==> config.mk <==
export PLATFORM = sky130hd
export DESIGN_NAME = of_stage_pipe_flat
export DESIGN_NICKNAME = d
export VERILOG_FILES = /design/src/rtl/simplerisc_pkg.sv /design/src/rtl/of_stage_pipe_if.sv /design/src/rtl/of_decode.sv /design/src/rtl/of_stage_pipe.sv /design/src/flat_wrapper.sv
export SDC_FILE = /design/constraint.sdc
export NUM_CORES = 1
export LEC_CHECK = 0
export ABC_AREA = 1
export CAP_MARGIN = 15
export CORE_MARGIN = 4
export CORE_UTILIZATION = 48
export DETAILED_ROUTE_END_ITERATION = 10
export PLACE_DENSITY = 0.87
export RECOVER_POWER = 25
export SYNTH_ARGS = -nofsm -noshare
export SYNTH_HDL_FRONTEND = slang
export SYNTH_SLANG_ARGS = --single-unit
export TNS_END_PERCENT = 30
==> constraint.sdc <==
create_clock -name clk -period 3.5 [get_ports clk]
set_input_delay 0.875 -clock clk [delete_from_list [all_inputs] [get_ports clk]]
set_output_delay 0.875 -clock clk [all_outputs]
set_load 0.005 [all_outputs]
==> src/rtl/simplerisc_pkg.sv <==
// simplerisc_pkg
// Shared constants and types for the SimpleRISC operand-fetch slice.
// Holds instruction field positions, the immediate modifier encodings and
// the default link register index used by the decode and pipe modules.
// No ports; imported with "import simplerisc_pkg::*".
package simplerisc_pkg;

  localparam int INST_W = 32;
  localparam int OPC_W  = 5;
  localparam int REG_AW = 4;

  // Instruction field bit positions
  localparam int OPC_MSB = 31;
  localparam int OPC_LSB = 27;
  localparam int I_BIT   = 26;
  localparam int RD_MSB  = 25;
  localparam int RD_LSB  = 22;
  localparam int RS1_MSB = 21;
  localparam int RS1_LSB = 18;
  localparam int RS2_MSB = 17;
  localparam int RS2_LSB = 14;
  localparam int MOD_MSB = 17;
  localparam int MOD_LSB = 16;
  localparam int IMM_MSB = 15;
  localparam int OFF_MSB = 26;

  // Return-address register used by ret reads and call-style link writes
  localparam int DEFAULT_RA_IDX = 15;

  // Immediate modifier encodings; both unnamed codes mean sign-extend
  typedef enum logic [1:0] {
    MOD_S  = 2'b00,
    MOD_U  = 2'b01,
    MOD_H  = 2'b10,
    MOD_S3 = 2'b11
  } modifier_e;

endpackage

==> src/rtl/of_stage_pipe_if.sv <==
// of_stage_pipe_if
// Bundles every non-clock signal of the operand-fetch stage: the upstream
// valid/ready handshake with instruction controls, the register-file read
// ports, the writeback-retire and flush events from EX, and the EX-side
// valid/ready output slice.
// Modports: slave = the operand-fetch stage, master = its surroundings.
interface of_stage_pipe_if #(
  parameter int DATA_W = 32
);

  logic              in_valid;
  logic              in_ready;
  logic [DATA_W-1:0] in_pc;
  logic [31:0]       in_inst;
  logic              in_isRet;
  logic              in_isSt;
  logic              in_isWb;
  logic              in_wbRa;

  logic [3:0]        rf_rd1_addr;
  logic [3:0]        rf_rd2_addr;
  logic [DATA_W-1:0] rf_rd1_data;
  logic [DATA_W-1:0] rf_rd2_data;

  logic              wb_valid;
  logic [3:0]        wb_addr;
  logic              flush;

  logic              out_valid;
  logic              out_ready;
  logic [DATA_W-1:0] out_pc;
  logic [DATA_W-1:0] out_immx;
  logic [DATA_W-1:0] out_branchTarget;
  logic [DATA_W-1:0] out_op1;
  logic [DATA_W-1:0] out_op2;
  logic [4:0]        out_opcode;
  logic              out_I;
  logic [3:0]        out_rd;
  logic              out_wb;

  modport slave (
    input  in_valid, in_pc, in_inst, in_isRet, in_isSt, in_isWb, in_wbRa,
    output in_ready,
    output rf_rd1_addr, rf_rd2_addr,
    input  rf_rd1_data, rf_rd2_data,
    input  wb_valid, wb_addr, flush,
    output out_valid,
    input  out_ready,
    output out_pc, out_immx, out_branchTarget, out_op1, out_op2,
    output out_opcode, out_I, out_rd, out_wb
  );

  modport master (
    output in_valid, in_pc, in_inst, in_isRet, in_isSt, in_isWb, in_wbRa,
    input  in_ready,
    input  rf_rd1_addr, rf_rd2_addr,
    output rf_rd1_data, rf_rd2_data,
    output wb_valid, wb_addr, flush,
    input  out_valid,
    output out_ready,
    input  out_pc, out_immx, out_branchTarget, out_op1, out_op2,
    input  out_opcode, out_I, out_rd, out_wb
  );

endinterface

==> src/rtl/of_decode.sv <==
// of_decode
// Purely combinational SimpleRISC instruction decode.
// Ports:
//   pc_i, inst_i                 pc and instruction word
//   isRet_i, isSt_i, wbRa_i      read-port / destination select controls
//   opcode_o, iBit_o             opcode and immediate flag
//   immx_o, branchTarget_o       extended immediate and pc-relative target
//   rd1Addr_o, rd2Addr_o         register-file read addresses
//   rd_o                         destination register
//   useRs2_o                     second read port carries a real source
module of_decode import simplerisc_pkg::*; #(
  parameter int DATA_W = 32,
  parameter int RA_IDX = DEFAULT_RA_IDX
) (
  input  logic [DATA_W-1:0] pc_i,
  input  logic [INST_W-1:0] inst_i,
  input  logic              isRet_i,
  input  logic              isSt_i,
  input  logic              wbRa_i,
  output logic [OPC_W-1:0]  opcode_o,
  output logic              iBit_o,
  output logic [DATA_W-1:0] immx_o,
  output logic [DATA_W-1:0] branchTarget_o,
  output logic [REG_AW-1:0] rd1Addr_o,
  output logic [REG_AW-1:0] rd2Addr_o,
  output logic [REG_AW-1:0] rd_o,
  output logic              useRs2_o
);

  logic [15:0]       imm16;
  logic [DATA_W-1:0] offset;

  assign imm16 = inst_i[IMM_MSB:0];

  // The 'h' form places imm16 in the upper half of a 32-bit word, so for
  // wider datapaths its bit 15 also becomes the sign of the full value.
  always_comb begin
    immx_o = {DATA_W{imm16[15]}};
    case (modifier_e'(inst_i[MOD_MSB:MOD_LSB]))
      MOD_U: begin
        immx_o        = {DATA_W{1'b0}};
        immx_o[15:0]  = imm16;
      end
      MOD_H: begin
        immx_o[31:16] = imm16;
        immx_o[15:0]  = 16'h0000;
      end
      default: begin
        immx_o[15:0]  = imm16;
      end
    endcase
  end

  // Word offset scaled to bytes; bit 28 of the scaled value is the sign.
  always_comb begin
    offset                = {DATA_W{inst_i[OFF_MSB]}};
    offset[OFF_MSB+2:0]   = {inst_i[OFF_MSB:0], 2'b00};
    branchTarget_o        = pc_i + offset;
  end

  assign opcode_o  = inst_i[OPC_MSB:OPC_LSB];
  assign iBit_o    = inst_i[I_BIT];
  assign rd1Addr_o = isRet_i ? REG_AW'(RA_IDX) : inst_i[RS1_MSB:RS1_LSB];
  assign rd2Addr_o = isSt_i ? inst_i[RD_MSB:RD_LSB] : inst_i[RS2_MSB:RS2_LSB];
  assign rd_o      = wbRa_i ? REG_AW'(RA_IDX) : inst_i[RD_MSB:RD_LSB];
  // Stores read their data register through port 2 even in immediate form
  assign useRs2_o  = !inst_i[I_BIT] || isSt_i;

endmodule

==> src/rtl/of_stage_pipe.sv <==
// of_stage_pipe
// SimpleRISC operand-fetch stage: decodes the instruction, reads both
// operands, interlocks read-after-write hazards with a per-register busy
// scoreboard and hands the result to EX through a registered valid/ready
// slice.
// Ports:
//   clk   rising-edge clock
//   rst   synchronous active-high reset
//   bus   of_stage_pipe_if.slave: upstream handshake, register-file reads,
//         writeback retire, flush and the EX-side output slice
module of_stage_pipe import simplerisc_pkg::*; #(
  parameter int DATA_W = 32,
  parameter int RA_IDX = DEFAULT_RA_IDX
) (
  input  logic        clk,
  input  logic        rst,
  of_stage_pipe_if.slave bus
);

  logic [OPC_W-1:0]  decOpcode;
  logic              decI;
  logic [DATA_W-1:0] decImmx;
  logic [DATA_W-1:0] decTarget;
  logic [REG_AW-1:0] decRd1;
  logic [REG_AW-1:0] decRd2;
  logic [REG_AW-1:0] decRd;
  logic              decUseRs2;

  logic              hit1;
  logic              hit2;
  logic              inReady;
  logic              accept;
  logic              issue;

  logic [15:0]       busy_q,      busy_d;
  logic              outValid_q,  outValid_d;
  logic [DATA_W-1:0] outPc_q,     outPc_d;
  logic [DATA_W-1:0] outImmx_q,   outImmx_d;
  logic [DATA_W-1:0] outTarget_q, outTarget_d;
  logic [DATA_W-1:0] outOp1_q,    outOp1_d;
  logic [DATA_W-1:0] outOp2_q,    outOp2_d;
  logic [OPC_W-1:0]  outOpcode_q, outOpcode_d;
  logic              outI_q,      outI_d;
  logic [REG_AW-1:0] outRd_q,     outRd_d;
  logic              outWb_q,     outWb_d;

  of_decode #(
    .DATA_W (DATA_W),
    .RA_IDX (RA_IDX)
  ) u_decode (
    .pc_i           (bus.in_pc),
    .inst_i         (bus.in_inst),
    .isRet_i        (bus.in_isRet),
    .isSt_i         (bus.in_isSt),
    .wbRa_i         (bus.in_wbRa),
    .opcode_o       (decOpcode),
    .iBit_o         (decI),
    .immx_o         (decImmx),
    .branchTarget_o (decTarget),
    .rd1Addr_o      (decRd1),
    .rd2Addr_o      (decRd2),
    .rd_o           (decRd),
    .useRs2_o       (decUseRs2)
  );

  assign bus.rf_rd1_addr = decRd1;
  assign bus.rf_rd2_addr = decRd2;

  // A source is blocked by a retired-pending write in the scoreboard or by
  // the writer still sitting in the output register (not yet in busy).
  always_comb begin
    hit1    = busy_q[decRd1] || (outValid_q && outWb_q && (outRd_q == decRd1));
    hit2    = busy_q[decRd2] || (outValid_q && outWb_q && (outRd_q == decRd2));
    inReady = !rst && !bus.flush && !hit1 && !(decUseRs2 && hit2)
              && (!outValid_q || bus.out_ready);
    accept  = bus.in_valid && inReady;
    issue   = outValid_q && bus.out_ready && !bus.flush;
  end

  assign bus.in_ready = inReady;

  // Retire clears first so an issue to the same register in the same cycle
  // leaves the bit set.
  always_comb begin
    busy_d = busy_q;
    if (bus.wb_valid) begin
      busy_d[bus.wb_addr] = 1'b0;
    end
    if (issue && outWb_q) begin
      busy_d[outRd_q] = 1'b1;
    end
  end

  // Output slice: data only changes on accept, so a stalled entry holds.
  always_comb begin
    outValid_d  = outValid_q;
    outPc_d     = outPc_q;
    outImmx_d   = outImmx_q;
    outTarget_d = outTarget_q;
    outOp1_d    = outOp1_q;
    outOp2_d    = outOp2_q;
    outOpcode_d = outOpcode_q;
    outI_d      = outI_q;
    outRd_d     = outRd_q;
    outWb_d     = outWb_q;
    if (accept) begin
      outValid_d  = 1'b1;
      outPc_d     = bus.in_pc;
      outImmx_d   = decImmx;
      outTarget_d = decTarget;
      outOp1_d    = bus.rf_rd1_data;
      outOp2_d    = bus.rf_rd2_data;
      outOpcode_d = decOpcode;
      outI_d      = decI;
      outRd_d     = decRd;
      outWb_d     = bus.in_isWb;
    end else if (bus.flush || issue) begin
      outValid_d  = 1'b0;
    end
  end

  always_ff @(posedge clk) begin
    if (rst) begin
      busy_q      <= '0;
      outValid_q  <= 1'b0;
      outPc_q     <= '0;
      outImmx_q   <= '0;
      outTarget_q <= '0;
      outOp1_q    <= '0;
      outOp2_q    <= '0;
      outOpcode_q <= '0;
      outI_q      <= 1'b0;
      outRd_q     <= '0;
      outWb_q     <= 1'b0;
    end else begin
      busy_q      <= busy_d;
      outValid_q  <= outValid_d;
      outPc_q     <= outPc_d;
      outImmx_q   <= outImmx_d;
      outTarget_q <= outTarget_d;
      outOp1_q    <= outOp1_d;
      outOp2_q    <= outOp2_d;
      outOpcode_q <= outOpcode_d;
      outI_q      <= outI_d;
      outRd_q     <= outRd_d;
      outWb_q     <= outWb_d;
    end
  end

  assign bus.out_valid        = outValid_q;
  assign bus.out_pc           = outPc_q;
  assign bus.out_immx         = outImmx_q;
  assign bus.out_branchTarget = outTarget_q;
  assign bus.out_op1          = outOp1_q;
  assign bus.out_op2          = outOp2_q;
  assign bus.out_opcode       = outOpcode_q;
  assign bus.out_I            = outI_q;
  assign bus.out_rd           = outRd_q;
  assign bus.out_wb           = outWb_q;

endmodule

==> src/flat_wrapper.sv <==
// flat-port wrapper written by rule: the top's interface ports become plain ports
module of_stage_pipe_flat import simplerisc_pkg::*;
#(
  parameter int DATA_W = 32,
  parameter int RA_IDX = DEFAULT_RA_IDX
)
  (clk, rst, bus_in_valid, bus_in_pc, bus_in_inst, bus_in_isRet, bus_in_isSt, bus_in_isWb, bus_in_wbRa, bus_in_ready, bus_rf_rd1_addr, bus_rf_rd2_addr, bus_rf_rd1_data, bus_rf_rd2_data, bus_wb_valid, bus_wb_addr, bus_flush, bus_out_valid, bus_out_ready, bus_out_pc, bus_out_immx, bus_out_branchTarget, bus_out_op1, bus_out_op2, bus_out_opcode, bus_out_I, bus_out_rd, bus_out_wb);
  of_stage_pipe_if #(.DATA_W(DATA_W)) bus_i ();
  input  logic clk;
  input  logic rst;
  input wire logic [$bits(bus_i.in_valid)-1:0] bus_in_valid;
  input wire logic [$bits(bus_i.in_pc)-1:0] bus_in_pc;
  input wire logic [$bits(bus_i.in_inst)-1:0] bus_in_inst;
  input wire logic [$bits(bus_i.in_isRet)-1:0] bus_in_isRet;
  input wire logic [$bits(bus_i.in_isSt)-1:0] bus_in_isSt;
  input wire logic [$bits(bus_i.in_isWb)-1:0] bus_in_isWb;
  input wire logic [$bits(bus_i.in_wbRa)-1:0] bus_in_wbRa;
  output wire logic [$bits(bus_i.in_ready)-1:0] bus_in_ready;
  output wire logic [$bits(bus_i.rf_rd1_addr)-1:0] bus_rf_rd1_addr;
  output wire logic [$bits(bus_i.rf_rd2_addr)-1:0] bus_rf_rd2_addr;
  input wire logic [$bits(bus_i.rf_rd1_data)-1:0] bus_rf_rd1_data;
  input wire logic [$bits(bus_i.rf_rd2_data)-1:0] bus_rf_rd2_data;
  input wire logic [$bits(bus_i.wb_valid)-1:0] bus_wb_valid;
  input wire logic [$bits(bus_i.wb_addr)-1:0] bus_wb_addr;
  input wire logic [$bits(bus_i.flush)-1:0] bus_flush;
  output wire logic [$bits(bus_i.out_valid)-1:0] bus_out_valid;
  input wire logic [$bits(bus_i.out_ready)-1:0] bus_out_ready;
  output wire logic [$bits(bus_i.out_pc)-1:0] bus_out_pc;
  output wire logic [$bits(bus_i.out_immx)-1:0] bus_out_immx;
  output wire logic [$bits(bus_i.out_branchTarget)-1:0] bus_out_branchTarget;
  output wire logic [$bits(bus_i.out_op1)-1:0] bus_out_op1;
  output wire logic [$bits(bus_i.out_op2)-1:0] bus_out_op2;
  output wire logic [$bits(bus_i.out_opcode)-1:0] bus_out_opcode;
  output wire logic [$bits(bus_i.out_I)-1:0] bus_out_I;
  output wire logic [$bits(bus_i.out_rd)-1:0] bus_out_rd;
  output wire logic [$bits(bus_i.out_wb)-1:0] bus_out_wb;
  assign bus_i.in_valid = bus_in_valid;
  assign bus_i.in_pc = bus_in_pc;
  assign bus_i.in_inst = bus_in_inst;
  assign bus_i.in_isRet = bus_in_isRet;
  assign bus_i.in_isSt = bus_in_isSt;
  assign bus_i.in_isWb = bus_in_isWb;
  assign bus_i.in_wbRa = bus_in_wbRa;
  assign bus_in_ready = bus_i.in_ready;
  assign bus_rf_rd1_addr = bus_i.rf_rd1_addr;
  assign bus_rf_rd2_addr = bus_i.rf_rd2_addr;
  assign bus_i.rf_rd1_data = bus_rf_rd1_data;
  assign bus_i.rf_rd2_data = bus_rf_rd2_data;
  assign bus_i.wb_valid = bus_wb_valid;
  assign bus_i.wb_addr = bus_wb_addr;
  assign bus_i.flush = bus_flush;
  assign bus_out_valid = bus_i.out_valid;
  assign bus_i.out_ready = bus_out_ready;
  assign bus_out_pc = bus_i.out_pc;
  assign bus_out_immx = bus_i.out_immx;
  assign bus_out_branchTarget = bus_i.out_branchTarget;
  assign bus_out_op1 = bus_i.out_op1;
  assign bus_out_op2 = bus_i.out_op2;
  assign bus_out_opcode = bus_i.out_opcode;
  assign bus_out_I = bus_i.out_I;
  assign bus_out_rd = bus_i.out_rd;
  assign bus_out_wb = bus_i.out_wb;
  of_stage_pipe #(.DATA_W(DATA_W), .RA_IDX(RA_IDX)) u_core (.clk(clk), .rst(rst), .bus(bus_i));
endmodule
# Word level (Yosys, flattened, before mapping)
# Index checks and enable logic that the tools add are counted.
word_totals:
  reg_bits: 188
  latch_bits: 0
  mem_bits_rw: 0
  romBits: 0
  wordCells: 68
  n_memories: 0
classes:
  addsub: 1
  mul: 0
  n_div: 0
  order_cmp: 6
  eq_ne: 4
  n_shift: 0
  n_mux: 17
  bitwise_logic: 3
  reduce_logical: 26
op_table:
  columns: ["operator", "count"]
  rows:
  - ["$mux 16", 3]
  - ["$add 32x32->32", 1]
  - ["$pmux 16 s2", 1]
  - ["$lt 4x5->1 const B", 4]
  - ["$and 16x16->16", 1]
  - ["$not 16->16", 1]
  - ["$or 16x16->16", 1]
  - ["$logic_and 1x1->1", 14]
  - ["$mux 4", 3]
  - ["$bmux 1 s4", 2]
  - ["$demux 1 s4", 2]
  - ["$eq 4x4->1", 2]
  - ["$ge 4x1->1 const B", 2]
  - ["$logic_not 1->1", 6]
  - ["$mux 1", 6]
  - ["$logic_or 1x1->1", 5]
  - ["$eq 2x1->1 const B", 1]
  - ["$eq 2x2->1 const B", 1]
  - ["$reduce_bool 2->1", 1]

# Depth between registers and ports, before layout
logic_depth:
  ltp_word: 10
  depth_mapped: 18

# Modules after synthesis
# A second synthesis with hierarchy kept.
hier_totals:
  cells_unflattened: 2214
  hier_area_um2: 12748.5
modules_own_cells:
  columns: ["module", "n_inst", "cells_per_inst", "area_each_um2", "seq_area_each_um2"]
  rows:
  - ["of_stage_pipe", 1, 1684, 10062.2, 3763.6]
  - ["of_decode", 1, 530, 2686.3, 0.0]

# Worst setup path after synthesis
# Ideal clock, no wire load.
synth_timing:
  path_type: "input to output"
  startpoint: "input bus_in_isSt"
  endpoint: "output bus_in_ready"
  arrival_time_ps: 2170
  t_required_ps: 2625
  path_slack_ps: 455
  cell_stages: 12
  path_buffers: 2
  cell_sequence: "buf_4 -> nand2_1 -> inv_1 -> nor2_2 -> nand3_1 -> nand3_1 -> nand2_1 -> nand2_1 -> nand3_1 -> nand2_2 -> clkbuf_1 -> and2_1"
synth_between:
  elab_chain_len: 8
  word_cells_on_any_way: 11
  classes_between: "eq/ne (1); mux (3); reduce/logical (7)"
synth_lines:
  columns: ["item", "line_no", "source"]
  rows:
  - ["start: declaration", "flat_wrapper.sv:15", "input wire logic [$bits(bus_i.in_isSt)-1:0] bus_in_isSt;"]
  - ["$mux 4", "of_decode.sv:64", "assign rd2Addr_o = isSt_i ? inst_i[RD_MSB:RD_LSB] : inst_i[RS2_MSB:RS2_LSB];"]
  - ["$bmux 1 s4 or $eq 4x4->1 (tied branches)", "of_stage_pipe.sv:73", "hit2 = busy_q[decRd2] || (outValid_q && outWb_q && (outRd_q == decRd2));"]
  - ["$mux 1 (not written as such) or $logic_and 1x1->1 (tied branches)", "of_stage_pipe.sv:73", null]
  - ["$logic_or 1x1->1", "of_stage_pipe.sv:73", null]
  - ["$logic_and 1x1->1 *", "of_stage_pipe.sv:74", "inReady = !rst && !bus.flush && !hit1 && !(decUseRs2 && hit2)"]
  - ["$logic_not 1->1 *", "of_stage_pipe.sv:74", null]
  - ["$logic_and 1x1->1 *", "of_stage_pipe.sv:74", null]
  - ["$logic_and 1x1->1 *", "of_stage_pipe.sv:75", "&& (!outValid_q || bus.out_ready);"]
  - ["end: declaration", "flat_wrapper.sv:18", "output wire logic [$bits(bus_i.in_ready)-1:0] bus_in_ready;"]
# Mark *: on every way between the ends. The rest lies on a longest branch, timed or not. The select of a mux whose other input is x is not followed.

# Worst setup path after layout
layout_timing:
  startpoint: "input bus_in_inst[15]"
  endpoint: "output bus_in_ready"
layout_between:
  elab_chain_len: 8
  word_cells_on_any_way: 10
  classes_between: "eq/ne (1); mux (3); reduce/logical (6)"
layout_lines:
  columns: ["item", "line_no", "source"]
  rows:
  - ["start: declaration", "flat_wrapper.sv:13", "input wire logic [$bits(bus_i.in_inst)-1:0] bus_in_inst;"]
  - ["$mux 4 *", "of_decode.sv:64", null]
  - ["$bmux 1 s4 or $eq 4x4->1 (tied branches)", "of_stage_pipe.sv:73", null]
  - ["$mux 1 (not written as such) or $logic_and 1x1->1 (tied branches)", "of_stage_pipe.sv:73", null]
  - ["$logic_or 1x1->1 *", "of_stage_pipe.sv:73", null]
  - ["$logic_and 1x1->1 *", "of_stage_pipe.sv:74", null]
  - ["$logic_not 1->1 *", "of_stage_pipe.sv:74", null]
  - ["$logic_and 1x1->1 *", "of_stage_pipe.sv:74", null]
  - ["$logic_and 1x1->1 *", "of_stage_pipe.sv:75", null]
# Marks and branches as above.

==> results_dict.tcl <==
set metrics [dict create \
    status "finished clean" \
    relSlewSlack 0.4316 \
    netlist_area_sq_um 10830 \
    place.gp.congestion 0.9617 \
    max-clock-path-buffers 2 \
    critical_path.max_stage_delay_ns 0.49 \
    drive_gt1_frac 0.05673 \
    setup_viol 0 \
    fin_nets 2328 \
    post-route-util 0.6950 \
    core-area_sq_um 22030 \
    ys_ff_latch 186 \
    cp-start-kind "input port" \
    final_hold_viol_count 0 \
    cts_tree "done" \
    hold_path.class "reg -> reg" \
    placed_area_sq_um 14610 \
    antenna_cells 0 \
    crit_slowest_cell "clkdlybuf4s50_1" \
    ant_nets 0 \
    initial_utilization 0.4916 \
    final_common_cell "nand2_1" \
    die_h_um 158.2 \
    synth.distinct_cells 36 \
    finClkSkew_ns 0.01686 \
    post-route-period-util 0.9823 \
    crit_fanout 7 \
    wirelength_um 35550 \
    htreeDepth 4 \
    globalRouteMet1Util 0.3151 \
    grt_util_all_layers 0.2721 \
    leakagePower_nw 7.919 \
    clock.fmax_mhz 290.9 \
    drc 0 \
    dp_cells 2412 \
    avgRoutedWirePerCell_um 14.52 \
    cp.arrival_ns 2.56 \
    grt-ovfl-total 0 \
    final_area_sq_um 15310 \
    die_width_um 158.2 \
    grtUsageMet2 0.4747 \
    worstSkewPairLatency_ns 0.44 \
    grt_pass1_wl_um 55200 \
    finalPower_mw 5.694 \
    cts-root-buf "clkbuf_16" \
    met3_usage 0.07600 \
    vias_per_cell 4.959 \
    layout_min_cycle_time_ns 3.438 \
    place_hpwl_um 27240 \
    rows 54 \
    dr.pass1.iters 5 \
    cap_violations 0 \
    worstPathCellList "clkdlybuf4s50_1 -> inv_2 -> o21ai_4 -> nand3_1 -> nand3_1 -> nand2_1 -> nand2_1 -> nand3_1 -> nand2_2 -> and2_4 -> clkdlybuf4s15_2" \
    slew_viol_final 0 \
    numCtsBuffers 17 \
    crit_type "in -> out" \
    syn_area_per_cell_sq_um 5.920 \
    cts_sinks 186 \
    grt-busiest-layer "met2" \
    grt_pass1_vias 11380 \
    io_buffers 322 \
    grt_start_max_net_pins 135 \
    antenna_found_initial 1 \
    dieArea_sq_um 25030 \
    ios 323 \
    vias 12140 \
    syn_nets 2002 \
    synth-seq-area-share 0.3439 \
    critPathRequiredTime_ns 2.62 \
    peakVddDrop_mv 0.3363 \
    final_cell_mix "nand2_1 (573), nor2_1 (357), inv_1 (314)" \
    tightestPinTransition_ns 0.8494 \
    cts.reportedPaths.clkPinSlew_ns 0.07 \
    synth_cells 1829 \
    p_per_area_nw_per_um2 371.9 \
    yosys_warnings 0 \
    drt_iter0_drc 773 \
    cp-end-kind "primary output" \
    finalNonFillerCells 2448 \
    synthToLayoutAreaGrowth_pct 41.38 \
    cp_common_cell "nand3_1" \
]
[cell type report]
type                    instances  area (sq um)
repair buffers                385          3797
clock buffers                  17         425.4
fillers                      1871          6718
clock inverters                15         193.9
multi-input cells            1241          5599
inverters                     324          1219
well taps                     280         350.3
flip-flops and latches        186          3724
[critical path, delay by kind of cell]
kind	cells	cell delay [ns]
buffers and inverters	3	0.77
AND/OR/NAND/NOR	7	0.66
AO/OA/AOI/OAI	1	0.25
[cells in the mapped netlist]
cell	n	area share
nand2_1	574	0.20
nor2_1	358	0.12
inv_1	317	0.11
dfxtp_1	186	0.34
nand4_1	77	0.044
nand3_1	62	0.029
a21oi_1	53	0.024
clkbuf_1	37	0.013
ha_1	30	0.035
buf_2	26	0.012
o21ai_0	23	0.011
xnor2_1	13	0.011
buf_1	10	0.0035
o21ai_1	8	0.0037
inv_2	6	0.0021
xor2_1	6	0.0049
buf_4	5	0.0035
o21bai_1	5	0.0035
o31ai_1	5	0.0035
nand3b_1	4	0.0028
nor3_1	4	0.0018
nand2_2	2	0.0012
nand2_4	2	0.0021
nor2_2	2	0.0012
nor2_4	2	0.0021
o21ai_2	2	0.0016
a21o_1	1	0.00069
a31oi_1	1	0.00058
and2_1	1	0.00058
and3_1	1	0.00058
buf_6	1	0.0010
clkinv_1	1	0.00035
fa_1	1	0.0018
o211ai_1	1	0.00069
o21a_1	1	0.00069
o22ai_1	1	0.00058
[path summary, 6_finish.rpt]
path | from | end | slack (ns) | depth (start not counted)
worst max register to register | u_core.bus.out_rd[0] | u_core.bus.out_op2[20] | 0.79 | 13
worst min register to register | u_core.bus.out_branchTarget[5] | u_core.bus.out_branchTarget[5] | 0.51 | 4
worst min-delay path | u_core.bus.out_branchTarget[5] | u_core.bus.out_branchTarget[5] | 0.51 | 4
worst max-delay path | bus_in_inst[15] | bus_in_ready | 0.06 | 11
[per-stage QoR]
step	setup slack, ns	hold slack, ns	setup TNS [ns]
2_1_floorplan	0.4552	0.4581	0
3_3_place_gp	-0.4277	0.4930	-9.595
3_5_place_dp	-0.4994	0.4957	-29.59
4_1_cts	0.009755	0.5068	0
5_1_grt	-0.01526	0.5282	-0.01526
6_report	0.06200	0.5069	0
[layer usage]
layer	up-vias	wire length [um]	part of all wire
met1	5355	14180	0.40
li1	6154	-	-
met5	-	20	0.00056
met3	102	3065	0.086
met2	526	16860	0.47
met4	2	1426	0.040
[flip-flops by register name, indices dropped and copies added, names as in the netlist]
signal and count:
u_core.bus.out_I 1, u_core.bus.out_opcode 5, u_core.bus.out_branchTarget 32, u_core.bus.out_rd 4
u_core.bus.out_wb 1, u_core.bus.out_immx 32, u_core.bus.out_op1 32, u_core.bus.out_pc 30
u_core.busy_q 16, u_core.bus.out_op2 32, u_core.bus.out_valid 1
[kinds of logic (layout without fill, tap and decap cells)]
group	count (synthesis)	count (layout)	synth area share
buf+inv	403	741	0.1451
compound gates	101	101	0.05061
fa+ha+maj	31	31	0.03651
simple gates	1089	1090	0.4085
xor+xnor	19	19	0.01537
flops	186	186	0.3439
[power breakdown]
group / switching (mW) / internal [mW] / total (mW)
Sequential: 0.0569 / 2.22 / 2.28
Combinational: 0.740 / 0.634 / 1.37
Clock: 1.00 / 1.04 / 2.04
[repair_timing]
| item | in CTS | in global routing |
|---|---|---|
| hold endpoints to repair | 0 | 0 |
| gates cloned | 2 | 0 |
| gates resized for setup | 10 | 14 |
| pin swaps | 1 | 7 |
| setup buffers | 0 | 2 |
| setup endpoints to repair | 1 | 1 |
| hold buffers | 0 | 0 |
No activity file was read; power rests on OpenSTA's default activity.
